`src/rtl/piradip_bit_serial_phy_if.sv`:
```
// Bit-stream and pin bundle for piradip_bit_serial_phy.
// The slave modport is the PHY; the master modport is the stream source/sink plus the far end of the pins.
interface piradip_bit_serial_phy_if;
   logic tx_tvalid;
   logic tx_tready;
   logic tx_tdata;
   logic tx_tlast;
   logic rx_tvalid;
   logic rx_tready;
   logic rx_tdata;
   logic rx_tlast;
   logic busy;
   logic sclk;
   logic sdo;
   logic csn;
   logic sdi;

   modport master (
      output tx_tvalid, tx_tdata, tx_tlast, rx_tready, sdi,
      input  tx_tready, rx_tvalid, rx_tdata, rx_tlast, busy, sclk, sdo, csn
   );

   modport slave (
      input  tx_tvalid, tx_tdata, tx_tlast, rx_tready, sdi,
      output tx_tready, rx_tvalid, rx_tdata, rx_tlast, busy, sclk, sdo, csn
   );
endinterface

```
`src/rtl/piradip_bit_serial_phy.sv`:
```
// Bit-stream <-> SPI-style pin PHY: drives sclk/sdo/csn MSB-first and returns sampled sdi bits.
// Optional macro PIRADIP_SERIAL_PHY_LOOPBACK_EN adds i_loopback to sample the internal sdo instead of sdi.
module piradip_bit_serial_phy #(
   parameter int unsigned CLK_DIV = 4,
   parameter int unsigned CS_GAP  = 2,
   parameter bit          CPOL    = 1'b0
) (
   input  logic                           i_aclk,
   input  logic                           i_areset,
`ifdef PIRADIP_SERIAL_PHY_LOOPBACK_EN
   input  logic                           i_loopback,
`endif
   piradip_bit_serial_phy_if.slave        io_phy
);

   localparam logic [7:0] DIV_RELOAD = 8'(CLK_DIV - 1);
   localparam logic [7:0] GAP_RELOAD = 8'(CS_GAP - 1);

   typedef enum logic [2:0] {
      S_IDLE  = 3'd0,
      S_LEAD  = 3'd1,
      S_HIGH  = 3'd2,
      S_LOW   = 3'd3,
      S_PAUSE = 3'd4,
      S_TRAIL = 3'd5,
      S_GAP   = 3'd6
   } state_t;

   state_t     r_state;
   logic [7:0] r_cnt;
   logic       r_sclk;
   logic       r_sdo;
   logic       r_csn;
   logic       r_last;
   logic       r_busy;
   logic       r_rx_valid;
   logic       r_rx_data;
   logic       r_rx_last;

   state_t     w_state_nxt;
   logic [7:0] w_cnt_nxt;
   logic       w_sclk_nxt;
   logic       w_csn_nxt;
   logic       w_accept;
   logic       w_sample;
   logic       w_sample_bit;
   logic       w_expired;
   logic       w_slot_free;

   assign w_expired   = (r_cnt == 8'd0);
   // The slot may refill on the very edge it drains, so a pending drain counts as free.
   assign w_slot_free = (~r_rx_valid) | io_phy.rx_tready;

`ifdef PIRADIP_SERIAL_PHY_LOOPBACK_EN
   assign w_sample_bit = i_loopback ? r_sdo : io_phy.sdi;
`else
   assign w_sample_bit = io_phy.sdi;
`endif

   // Next-state, divider reload and per-bit accept/sample strobes.
   always_comb begin
      w_state_nxt = r_state;
      w_cnt_nxt   = w_expired ? r_cnt : (r_cnt - 8'd1);
      w_sclk_nxt  = r_sclk;
      w_csn_nxt   = r_csn;
      w_accept    = 1'b0;
      w_sample    = 1'b0;
      case (r_state)
         S_IDLE: begin
            w_csn_nxt  = 1'b1;
            w_sclk_nxt = CPOL;
            if (io_phy.tx_tvalid) begin
               w_accept    = 1'b1;
               w_csn_nxt   = 1'b0;
               w_state_nxt = S_LEAD;
               w_cnt_nxt   = DIV_RELOAD;
            end else begin
               w_state_nxt = S_IDLE;
            end
         end
         S_LEAD, S_LOW: begin
            // With the slot full the counter parks at zero and sclk holds idle: no edge is lost.
            if (w_expired && w_slot_free) begin
               w_sample    = 1'b1;
               w_sclk_nxt  = ~CPOL;
               w_state_nxt = S_HIGH;
               w_cnt_nxt   = DIV_RELOAD;
            end else begin
               w_state_nxt = r_state;
            end
         end
         S_HIGH: begin
            if (w_expired) begin
               w_sclk_nxt = CPOL;
               if (r_last) begin
                  w_state_nxt = S_TRAIL;
                  w_cnt_nxt   = DIV_RELOAD;
               end else if (io_phy.tx_tvalid) begin
                  w_accept    = 1'b1;
                  w_state_nxt = S_LOW;
                  w_cnt_nxt   = DIV_RELOAD;
               end else begin
                  w_state_nxt = S_PAUSE;
               end
            end else begin
               w_state_nxt = S_HIGH;
            end
         end
         S_PAUSE: begin
            if (io_phy.tx_tvalid) begin
               w_accept    = 1'b1;
               w_state_nxt = S_LOW;
               w_cnt_nxt   = DIV_RELOAD;
            end else begin
               w_state_nxt = S_PAUSE;
            end
         end
         S_TRAIL: begin
            if (w_expired) begin
               w_csn_nxt   = 1'b1;
               w_state_nxt = S_GAP;
               w_cnt_nxt   = GAP_RELOAD;
            end else begin
               w_state_nxt = S_TRAIL;
            end
         end
         S_GAP: begin
            if (w_expired) begin
               w_state_nxt = S_IDLE;
            end else begin
               w_state_nxt = S_GAP;
            end
         end
         default: begin
            w_state_nxt = S_IDLE;
            w_csn_nxt   = 1'b1;
            w_sclk_nxt  = CPOL;
         end
      endcase
   end

   // State, pin and divider registers.
   always_ff @(posedge i_aclk or posedge i_areset) begin
      if (i_areset) begin
         r_state <= S_IDLE;
         r_cnt   <= 8'd0;
         r_sclk  <= CPOL;
         r_sdo   <= 1'b0;
         r_csn   <= 1'b1;
         r_last  <= 1'b0;
         r_busy  <= 1'b0;
      end else begin
         r_state <= w_state_nxt;
         r_cnt   <= w_cnt_nxt;
         r_sclk  <= w_sclk_nxt;
         r_csn   <= w_csn_nxt;
         r_busy  <= (w_state_nxt != S_IDLE);
         if (w_accept) begin
            r_sdo  <= io_phy.tx_tdata;
            r_last <= io_phy.tx_tlast;
         end
      end
   end

   // Single-entry RX slot; a sample on the same edge as a drain wins.
   always_ff @(posedge i_aclk or posedge i_areset) begin
      if (i_areset) begin
         r_rx_valid <= 1'b0;
         r_rx_data  <= 1'b0;
         r_rx_last  <= 1'b0;
      end else if (w_sample) begin
         r_rx_valid <= 1'b1;
         r_rx_data  <= w_sample_bit;
         r_rx_last  <= r_last;
      end else if (io_phy.rx_tready) begin
         r_rx_valid <= 1'b0;
      end
   end

   assign io_phy.tx_tready = w_accept;
   assign io_phy.rx_tvalid = r_rx_valid;
   assign io_phy.rx_tdata  = r_rx_data;
   assign io_phy.rx_tlast  = r_rx_last;
   assign io_phy.busy      = r_busy;
   assign io_phy.sclk      = r_sclk;
   assign io_phy.sdo       = r_sdo;
   assign io_phy.csn       = r_csn;

endmodule

```
`src/flat_wrapper.sv`:
```
// flat-port wrapper written by rule: the top's interface ports become plain ports
module piradip_bit_serial_phy_flat 
#(
   parameter int unsigned CLK_DIV = 4,
   parameter int unsigned CS_GAP  = 2,
   parameter bit          CPOL    = 1'b0
)
  (i_aclk, i_areset, io_phy_tx_tvalid, io_phy_tx_tdata, io_phy_tx_tlast, io_phy_rx_tready, io_phy_sdi, io_phy_tx_tready, io_phy_rx_tvalid, io_phy_rx_tdata, io_phy_rx_tlast, io_phy_busy, io_phy_sclk, io_phy_sdo, io_phy_csn);
  piradip_bit_serial_phy_if io_phy_i ();
  input  logic i_aclk;
  input  logic i_areset;
  input wire logic [$bits(io_phy_i.tx_tvalid)-1:0] io_phy_tx_tvalid;
  input wire logic [$bits(io_phy_i.tx_tdata)-1:0] io_phy_tx_tdata;
  input wire logic [$bits(io_phy_i.tx_tlast)-1:0] io_phy_tx_tlast;
  input wire logic [$bits(io_phy_i.rx_tready)-1:0] io_phy_rx_tready;
  input wire logic [$bits(io_phy_i.sdi)-1:0] io_phy_sdi;
  output wire logic [$bits(io_phy_i.tx_tready)-1:0] io_phy_tx_tready;
  output wire logic [$bits(io_phy_i.rx_tvalid)-1:0] io_phy_rx_tvalid;
  output wire logic [$bits(io_phy_i.rx_tdata)-1:0] io_phy_rx_tdata;
  output wire logic [$bits(io_phy_i.rx_tlast)-1:0] io_phy_rx_tlast;
  output wire logic [$bits(io_phy_i.busy)-1:0] io_phy_busy;
  output wire logic [$bits(io_phy_i.sclk)-1:0] io_phy_sclk;
  output wire logic [$bits(io_phy_i.sdo)-1:0] io_phy_sdo;
  output wire logic [$bits(io_phy_i.csn)-1:0] io_phy_csn;
  assign io_phy_i.tx_tvalid = io_phy_tx_tvalid;
  assign io_phy_i.tx_tdata = io_phy_tx_tdata;
  assign io_phy_i.tx_tlast = io_phy_tx_tlast;
  assign io_phy_i.rx_tready = io_phy_rx_tready;
  assign io_phy_i.sdi = io_phy_sdi;
  assign io_phy_tx_tready = io_phy_i.tx_tready;
  assign io_phy_rx_tvalid = io_phy_i.rx_tvalid;
  assign io_phy_rx_tdata = io_phy_i.rx_tdata;
  assign io_phy_rx_tlast = io_phy_i.rx_tlast;
  assign io_phy_busy = io_phy_i.busy;
  assign io_phy_sclk = io_phy_i.sclk;
  assign io_phy_sdo = io_phy_i.sdo;
  assign io_phy_csn = io_phy_i.csn;
  piradip_bit_serial_phy #(.CLK_DIV(CLK_DIV), .CS_GAP(CS_GAP), .CPOL(CPOL)) u_core (.i_aclk(i_aclk), .i_areset(i_areset), .io_phy(io_phy_i));
endmodule
```
`config.mk`:
```
export PLATFORM = sky130hd
export DESIGN_NAME = piradip_bit_serial_phy_flat
export DESIGN_NICKNAME = d
export VERILOG_FILES = /design/src/rtl/piradip_bit_serial_phy_if.sv /design/src/rtl/piradip_bit_serial_phy.sv /design/src/flat_wrapper.sv
export SDC_FILE = /design/constraint.sdc
export NUM_CORES = 1
export LEC_CHECK = 0
export ABC_AREA = 1
export BUFFER_PORTS_ARGS = -buffer_cell sky130_fd_sc_hd__buf_2
export CAP_MARGIN = 20
export CORE_ASPECT_RATIO = 1.5
export CORE_UTILIZATION = 50
export CTS_CLUSTER_SIZE = 28
export DETAILED_ROUTE_END_ITERATION = 10
export PLACE_DENSITY = 0.71
export SYNTH_ARGS = -nofsm -noshare
export SYNTH_HDL_FRONTEND = slang
export SYNTH_SLANG_ARGS = --single-unit
```
`constraint.sdc`:
```
create_clock -name i_aclk -period 1.9 [get_ports i_aclk]
set_input_delay 0.19 -clock i_aclk [delete_from_list [all_inputs] [get_ports i_aclk]]
set_output_delay 0.19 -clock i_aclk [all_outputs]
set_load 0.1 [all_outputs]
```
==> results of run 1 <==
==> cell type report <==
class / instances / share of cell area
well taps: 22 / 0.0205
flip-flops and latches: 19 / 0.355
clock buffers: 3 / 0.0168
clock inverters: 1 / 0.00372
inverters: 24 / 0.0670
multi-input cells: 97 / 0.411
repair buffers: 24 / 0.127
==> stage by stage <==
step           hold WS [ns]  total power, mW  setup TNS (ns)
2_1_floorplan         0.140             1.83               0
3_3_place_gp          0.334             2.05               0
4_1_cts              0.0676             2.34               0
3_5_place_dp          0.337             2.10               0
6_report             0.0829             2.46               0
5_1_grt              0.0752             2.64        -0.00323
==> cell families (layout without fill, tap and decap cells) <==
group,count (synthesis),count (layout),share of synthesized area
and+or+nand+nor,76,76,0.330
buffers and inverters,25,52,0.0935
DFF,19,19,0.440
AOI/OAI and AO/OA,15,15,0.0774
adders and majority gates,3,3,0.0346
xor gates and xnor gates,3,3,0.0243
==> power groups by stage <==
stage | sequential, mW | clock, mW | combinational (mW)
6_report | 0.703 | 0.201 | 1.56
2_1_floorplan | 1.18 | 0 | 0.656
5_1_grt | 0.724 | 0.224 | 1.69
4_1_cts | 0.702 | 0.212 | 1.43
3_5_place_dp | 0.715 | 0 | 1.38
3_3_place_gp | 0.704 | 0 | 1.35
==> metal layers <==
metal | track usage | up-vias | share of wire
met1 | 0.273 | 481 | 0.37
met5 | 0 | - | 0
met3 | 0.0338 | 11 | 0.033
li1 | - | 496 | -
met4 | 0.143 | 0 | 0.045
met2 | 0.394 | 30 | 0.55
==> cells in the final DEF, fill, tap and decap left out, drive strengths merged, types with 2 or more instances in the layout <==
cell / instances
nand2: 35
inv: 24
nor2: 23
buf: 23
dfrtp: 18
nand3: 12
o21ai: 9
a21oi: 3
clkbuf: 3
ha: 3
xnor2: 2
or2: 2
==> worst reg2reg max path, delay by kind of cell, from the launching register on <==
kind            cells  cell delay [ns]
fa+ha+maj           2             0.36
simple gates        5             0.38
flops               1             0.42
compound gates      1             0.15
buf+inv             3             0.31
==> timing repair <==
item | CTS | global route
resized for setup | 2 | 10
pin swaps | 2 | 5
endpoints found under the hold margin | 11 | 0
buffers inserted | 3 | 4
hold buffers | 1 | 0
setup endpoints to repair | 1 | 2
==> how the worst max path moves through the flow <==
| stage | startpoint | end | slack [ns] | cells after the start |
|---|---|---|---|---|
| floorplan | u_core.r_cnt[0] | u_core.r_last | 0.15 | 8 |
| global placement | u_core.r_cnt[0] | u_core.r_cnt[0] | 0.15 | 10 |
| detailed placement | u_core.r_cnt[0] | u_core.r_cnt[0] | 0.06 | 10 |
| CTS | u_core.r_cnt[0] | io_phy_tx_tready | 0.01 | 8 |
| global route | u_core.r_cnt[1] | io_phy_tx_tready | -0.003 | 8 |
| finish | u_core.r_cnt[1] | io_phy_tx_tready | 0.1 | 8 |
==> results.txt, run 1 <==
Worst Setup Start Kind -> flop
Status -> completed
Slew headroom -> 0.522
WS Path Type -> reg -> out
Mapped Cells -> 141
Synth Flop Type -> dfrtp_1
Worst Path Buf+Inv -> 3
VDD IR-drop max -> 1500 uV
Final Worst Setup Slack -> 0.0952 ns
Max Cap Viol -> 0
Internal -> 1.13 mW
Die Span X -> 40.0 um
Number of synthesized flops with an enable pin -> 0
Warnings from Yosys -> 0
Pre-CTS setup slack -> 0.0555 ns
Top post-synthesis cells by count -> 30 x nand2_1, 23 x inv_1, 18 x dfrtp_1, 18 x nor2_1, 12 x nand3_1
Root Driver -> clkbuf_4
Vias in the first global route -> 930
Worst endpoint required time -> 1.71 ns
Largest net degree at the start of global routing -> 20
DP Wirelength -> 1760 um
Clock network fraction of total power -> 0.082
Post-DRT Antenna Nets -> 0
Arrival @ worst endpoint -> 1.61 ns
Most used cell, CP -> nand2_4
Global-route wire length before repair -> 3770 um
Worst r2r src -> u_core.r_cnt[1]
Pleak -> 0.721 nW
Area taken by multi-input logic gates -> 552 sq um
Tmin final -> 1.80 ns
Final Util -> 0.663
Layout cells sized above 1 -> 0.274
1st-iter DRT viols -> 26
Top delay family on crit path -> flip-flops
Worst Hold Class -> in -> reg
Gp weighted congestion -> 0.876
Mapped cell area -> 1080 sq um
Worst-path maximum fanout -> 4
CTS tree -> built
Clk Latency, worst-skew pair -> 0.30 ns
R2R Setup Slk -> 0.20 ns
Clock Path Buffers -> 2
Layout Cells excl Fill -> 190
Cell row count -> 20
Vias post-DR -> 1,018
Cells on worst reg2reg path -> 11
Worst-Margin Slew -> 0.717 ns
Max stage delay cell, worst path -> dfrtp_1
CP cell instances -> inv_2 -> ha_4 -> nand2_4 -> nor2_4 -> buf_6 -> nand4_4 -> nand2_4 -> buf_12
Yosys top cell area share -> 0.416
CTS clk-pin slew, worst paths -> 0.11 ns
Part of the cycle the worst path needs -> 0.950
Number of fill cells -> 180
Placed Cells -> 178
Core area -> 2030 sq um
NetSw -> 1.34 mW
Min-Delay Path Depth -> 3
Cell taking the most area after synthesis -> dfrtp_1
Net Sw Frac -> 0.542
Synth area leaders -> dfrtp_1 42%, nand2_1 10%, inv_1 8.0%
Worst stage delay on the critical path -> 0.42 ns
Initial antenna violation count -> 0
Ys async rst share -> 1.00
Critical R2R Capture -> u_core.r_cnt[0]
Gr ovfl total -> 0
Num CTS Buffers -> 3
Max reg flops -> 8
H-tree depth -> 1
Total Routing Usage GR -> 0.238
Final net count -> 179
Setup-failing EPs final -> 0
Slew Limit Fails -> 0
DRT Pass-1 Iters -> 4
P per Cell Area -> 1830 nW/um^2
Residual DRC -> 0
Seq/Total Area, Yosys -> 0.440
Clk_skew -> 0.00334 ns
Yosys cell types -> 25
Worst Min Path Start -> io_phy_tx_tdata
Fmax -> 554 MHz
Final instance area -> 1340 sq um
Flop pwr share -> 0.286
Number of diodes -> 0
Crit. End Element -> output pin
Vias per cell -> 5.36
Logic pwr share -> 0.633
Routed WL -> 2420 um
Endpoints failing hold -> 0
Register with the most flip-flops -> u_core.r_cnt
Average size of a mapped cell -> 7.68 sq um
Top flop regs -> u_core.r_cnt x8, u_core.r_state x3
DIE AREA -> 2360 sq um
Syn Nets -> 151
Die Y -> 59.0 um
Initial core utilization -> 0.535
Synthesis-stage register bit count -> 19
WL/cell -> 12.7 um
P&R area growth vs syn -> 24.0%
TritonCTS Sinks -> 19
Register Area -> 477 sq um
Count leader, synth -> nand2_1
Hold Path Sink -> u_core.io_phy.sdo
Port bufs -> 14
Placement Cell Area -> 1200 sq um
Top-Level Pins -> 15
Note: power is estimated with default switching activity, not from simulation.
==> run 2: changes to the inputs <==
- CORE_UTILIZATION: 50 -> 47
- GPL_TIMING_DRIVEN: not set -> 0
- PLACE_DENSITY: 0.71 -> 0.67
- clock period: 1.9 -> 2 ns (I/O delays scaled with it)
==> results.txt, run 2 (same netlist as run 1, synthesis figures left out) <==
Status -> complete, but fails checks
Violations in the final reports -> hold timing
DP Wirelength -> 1640 um (-6.7%)
Largest net degree at the start of global routing -> 20 (unchanged)
Endpoints failing hold -> 18 (+18)
P&R area growth vs syn -> 17.8%
NetSw -> 1.21 mW (-9.7%)
Max reg flops -> 8 (unchanged)
Clock network fraction of total power -> 0.089 (+0.007)
WL/cell -> 11.7 um (-7.8%)
Highest Signal Layer -> met4
Wl on met1 -> 880 um (-1.3%)
Setup-failing EPs final -> 0 (unchanged)
Routed WL -> 2200 um (-9.2%)
Most frequent cells in the layout -> 29 x nand2_1, 22 x inv_1, 18 x nor2_1, 18 x dfrtp_1, 13 x buf_2
Top flop regs -> u_core.r_cnt x8, u_core.r_state x3
Overall power -> 2.22 mW (-10%)
Port bufs -> 14 (unchanged)
Global-route wire length before repair -> 3370 um (-11%)
Top-Level Pins -> 15 (unchanged)
Vias post-DR -> 959 (-5.8%)
Slew headroom -> 0.522 (about the same)
Number of diodes -> 0 (unchanged)
P per Cell Area -> 1740 nW/um^2 (-5.3%)
Crit. End Element -> output pin
Slew Limit Fails -> 0 (unchanged)
Hold slack -> -0.00644 ns (-0.0893 ns)
Worst-Margin Slew -> 0.716 ns (-0.000497 ns)
Gr ovfl total -> 0 (unchanged)
Cell row count -> 20 (unchanged)
Final Util -> 0.607 (-0.0558)
Final Worst Setup Slack -> 0.0862 ns (-0.00903 ns)
Part of the cycle the worst path needs -> 0.957
Net Sw Frac -> 0.544 (+0.00193)
Final net count -> 176 (-1.7%)
Num CTS Buffers -> 3 (unchanged)
Internal -> 1.01 mW (-10%)
Flop pwr share -> 0.300 (+0.014)
Core area -> 2100 sq um (+3.7%)
Initial antenna violation count -> 0 (unchanged)
Pre-CTS setup slack -> 0.104 ns (+0.0482 ns)
Post-DRT Antenna Nets -> 0 (unchanged)
Tmin final -> 1.91 ns
Met3 wire length -> 53 um (-34%)
Max Cap Viol -> 0 (unchanged)
Placed Cells -> 177 (-0.56%)
Arrival @ worst endpoint -> 1.71 ns (+0.10 ns)
Worst endpoint required time -> 1.80 ns (+0.09 ns)
Vias in the first global route -> 871 (-6.3%)
Clk_skew -> 0.000871 ns (-0.00247 ns)
DIE AREA -> 2510 sq um (+6.1%)
Register with the most flip-flops -> u_core.r_cnt
Layout cells sized above 1 -> 0.242 (-0.0314)
Residual DRC -> 0 (unchanged)
VDD IR-drop max -> 1450 uV (-3.5%)
Layout Cells excl Fill -> 187 (-1.6%)
WL met2 -> 1210 um (-9.3%)
Total Routing Usage GR -> 0.197 (-0.0404)
Root Driver -> clkbuf_4
Pleak -> 0.706 nW (-2.1%)
H-tree depth -> 1 (unchanged)
Gp weighted congestion -> 0.917 (+4.6%)
CTS clk-pin slew, worst paths -> 0.11 ns (about the same)
Logic pwr share -> 0.611 (-0.022)
1st-iter DRT viols -> 23 (-12%)
Clock Path Buffers -> 2 (unchanged)
CTS tree -> built
Clk Latency, worst-skew pair -> 0.30 ns (about the same)
Worst Hold Class -> in -> async
Initial core utilization -> 0.515 (-0.0191)
Fmax -> 523 MHz
Vias per cell -> 5.13 (-4.3%)
WS Path Type -> reg -> out
Worst Setup Start Kind -> flop
TritonCTS Sinks -> 19 (unchanged)
Most common cell after layout, fill and taps aside -> nand2_1
DRT Pass-1 Iters -> 5 (+1)
Die Y -> 60.8 um (+3.0%)
Worst-path maximum fanout -> 5 (+1)
Die Span X -> 41.2 um (+3.0%)
==> run 2: worst paths after layout <==
| path | startpoint | slack (ns) | cells after the start | endpoint |
|---|---|---|---|---|
| worst max-delay path | u_core.r_state[0] | 0.09 | 6 | io_phy_tx_tready |
| worst min-delay path | i_areset | -0.006 | 2 | u_core.io_phy.rx_tvalid |
| worst max register to register | u_core.r_cnt[1] | 0.31 | 10 | u_core.r_cnt[0] |
| worst min register to register | u_core.io_phy.sclk | 0.48 | 2 | u_core.io_phy.sclk |
| max in group asynchronous | i_areset | 1.56 | 2 | u_core.io_phy.sdo |
| min in group i_aclk | io_phy_tx_tdata | 0.09 | 3 | u_core.io_phy.sdo |
==> run 2: critical path: stages, from the launching register on <==
cell,delay (ns)
dfrtp_1,0.42
inv_1,0.11
nand2_1,0.08
nor2_1,0.28
inv_1,0.22
nand2_4,0.12
buf_12,0.17
==> run 2: power by group through the flow <==
stage	registers, mW	clock network (mW)	logic [mW]
after floorplan	1.12	0	0.623
after global placement	0.671	0	1.26
after detailed placement	0.679	0	1.28
after CTS	0.665	0.205	1.32
after global routing	0.690	0.215	1.47
final	0.664	0.197	1.35
==> run 2: repair_timing <==
item,4_1_cts,5_1_grt
endpoints found under the setup margin,1,1
cloned,0,0
pin swaps,0,2
gates resized for setup,4,3
buffers inserted,1,5
hold buffers,0,0
==> run 2: area by class of cell <==
| class | count | area, sq um |
|---|---|---|
| inverters | 24 | 90.1 |
| multi-input cells | 97 | 513 |
| fillers | 213 | 826 |
| well taps | 22 | 27.5 |
| flip-flops and latches | 19 | 477 |
| clock inverters | 1 | 5.00 |
| plain buffers | 1 | 11.3 |
| repair buffers | 20 | 130 |
| clock buffers | 3 | 22.5 |
==> run 2: metal layers <==
metal | up-vias | GRT usage
li1 | 486 | -
met3 | 6 | 0.0220
met1 | 448 | 0.197
met5 | - | 0
met2 | 19 | 0.353
met4 | 0 | 0.134
==> run 2: metrics by stage <==
step	setup TNS, ns	area (sq um)
after floorplan	0	1080
after global placement	0	1180
after detailed placement	0	1180
after CTS	0	1230
after global routing	-0.00868	1280
final	0	1280
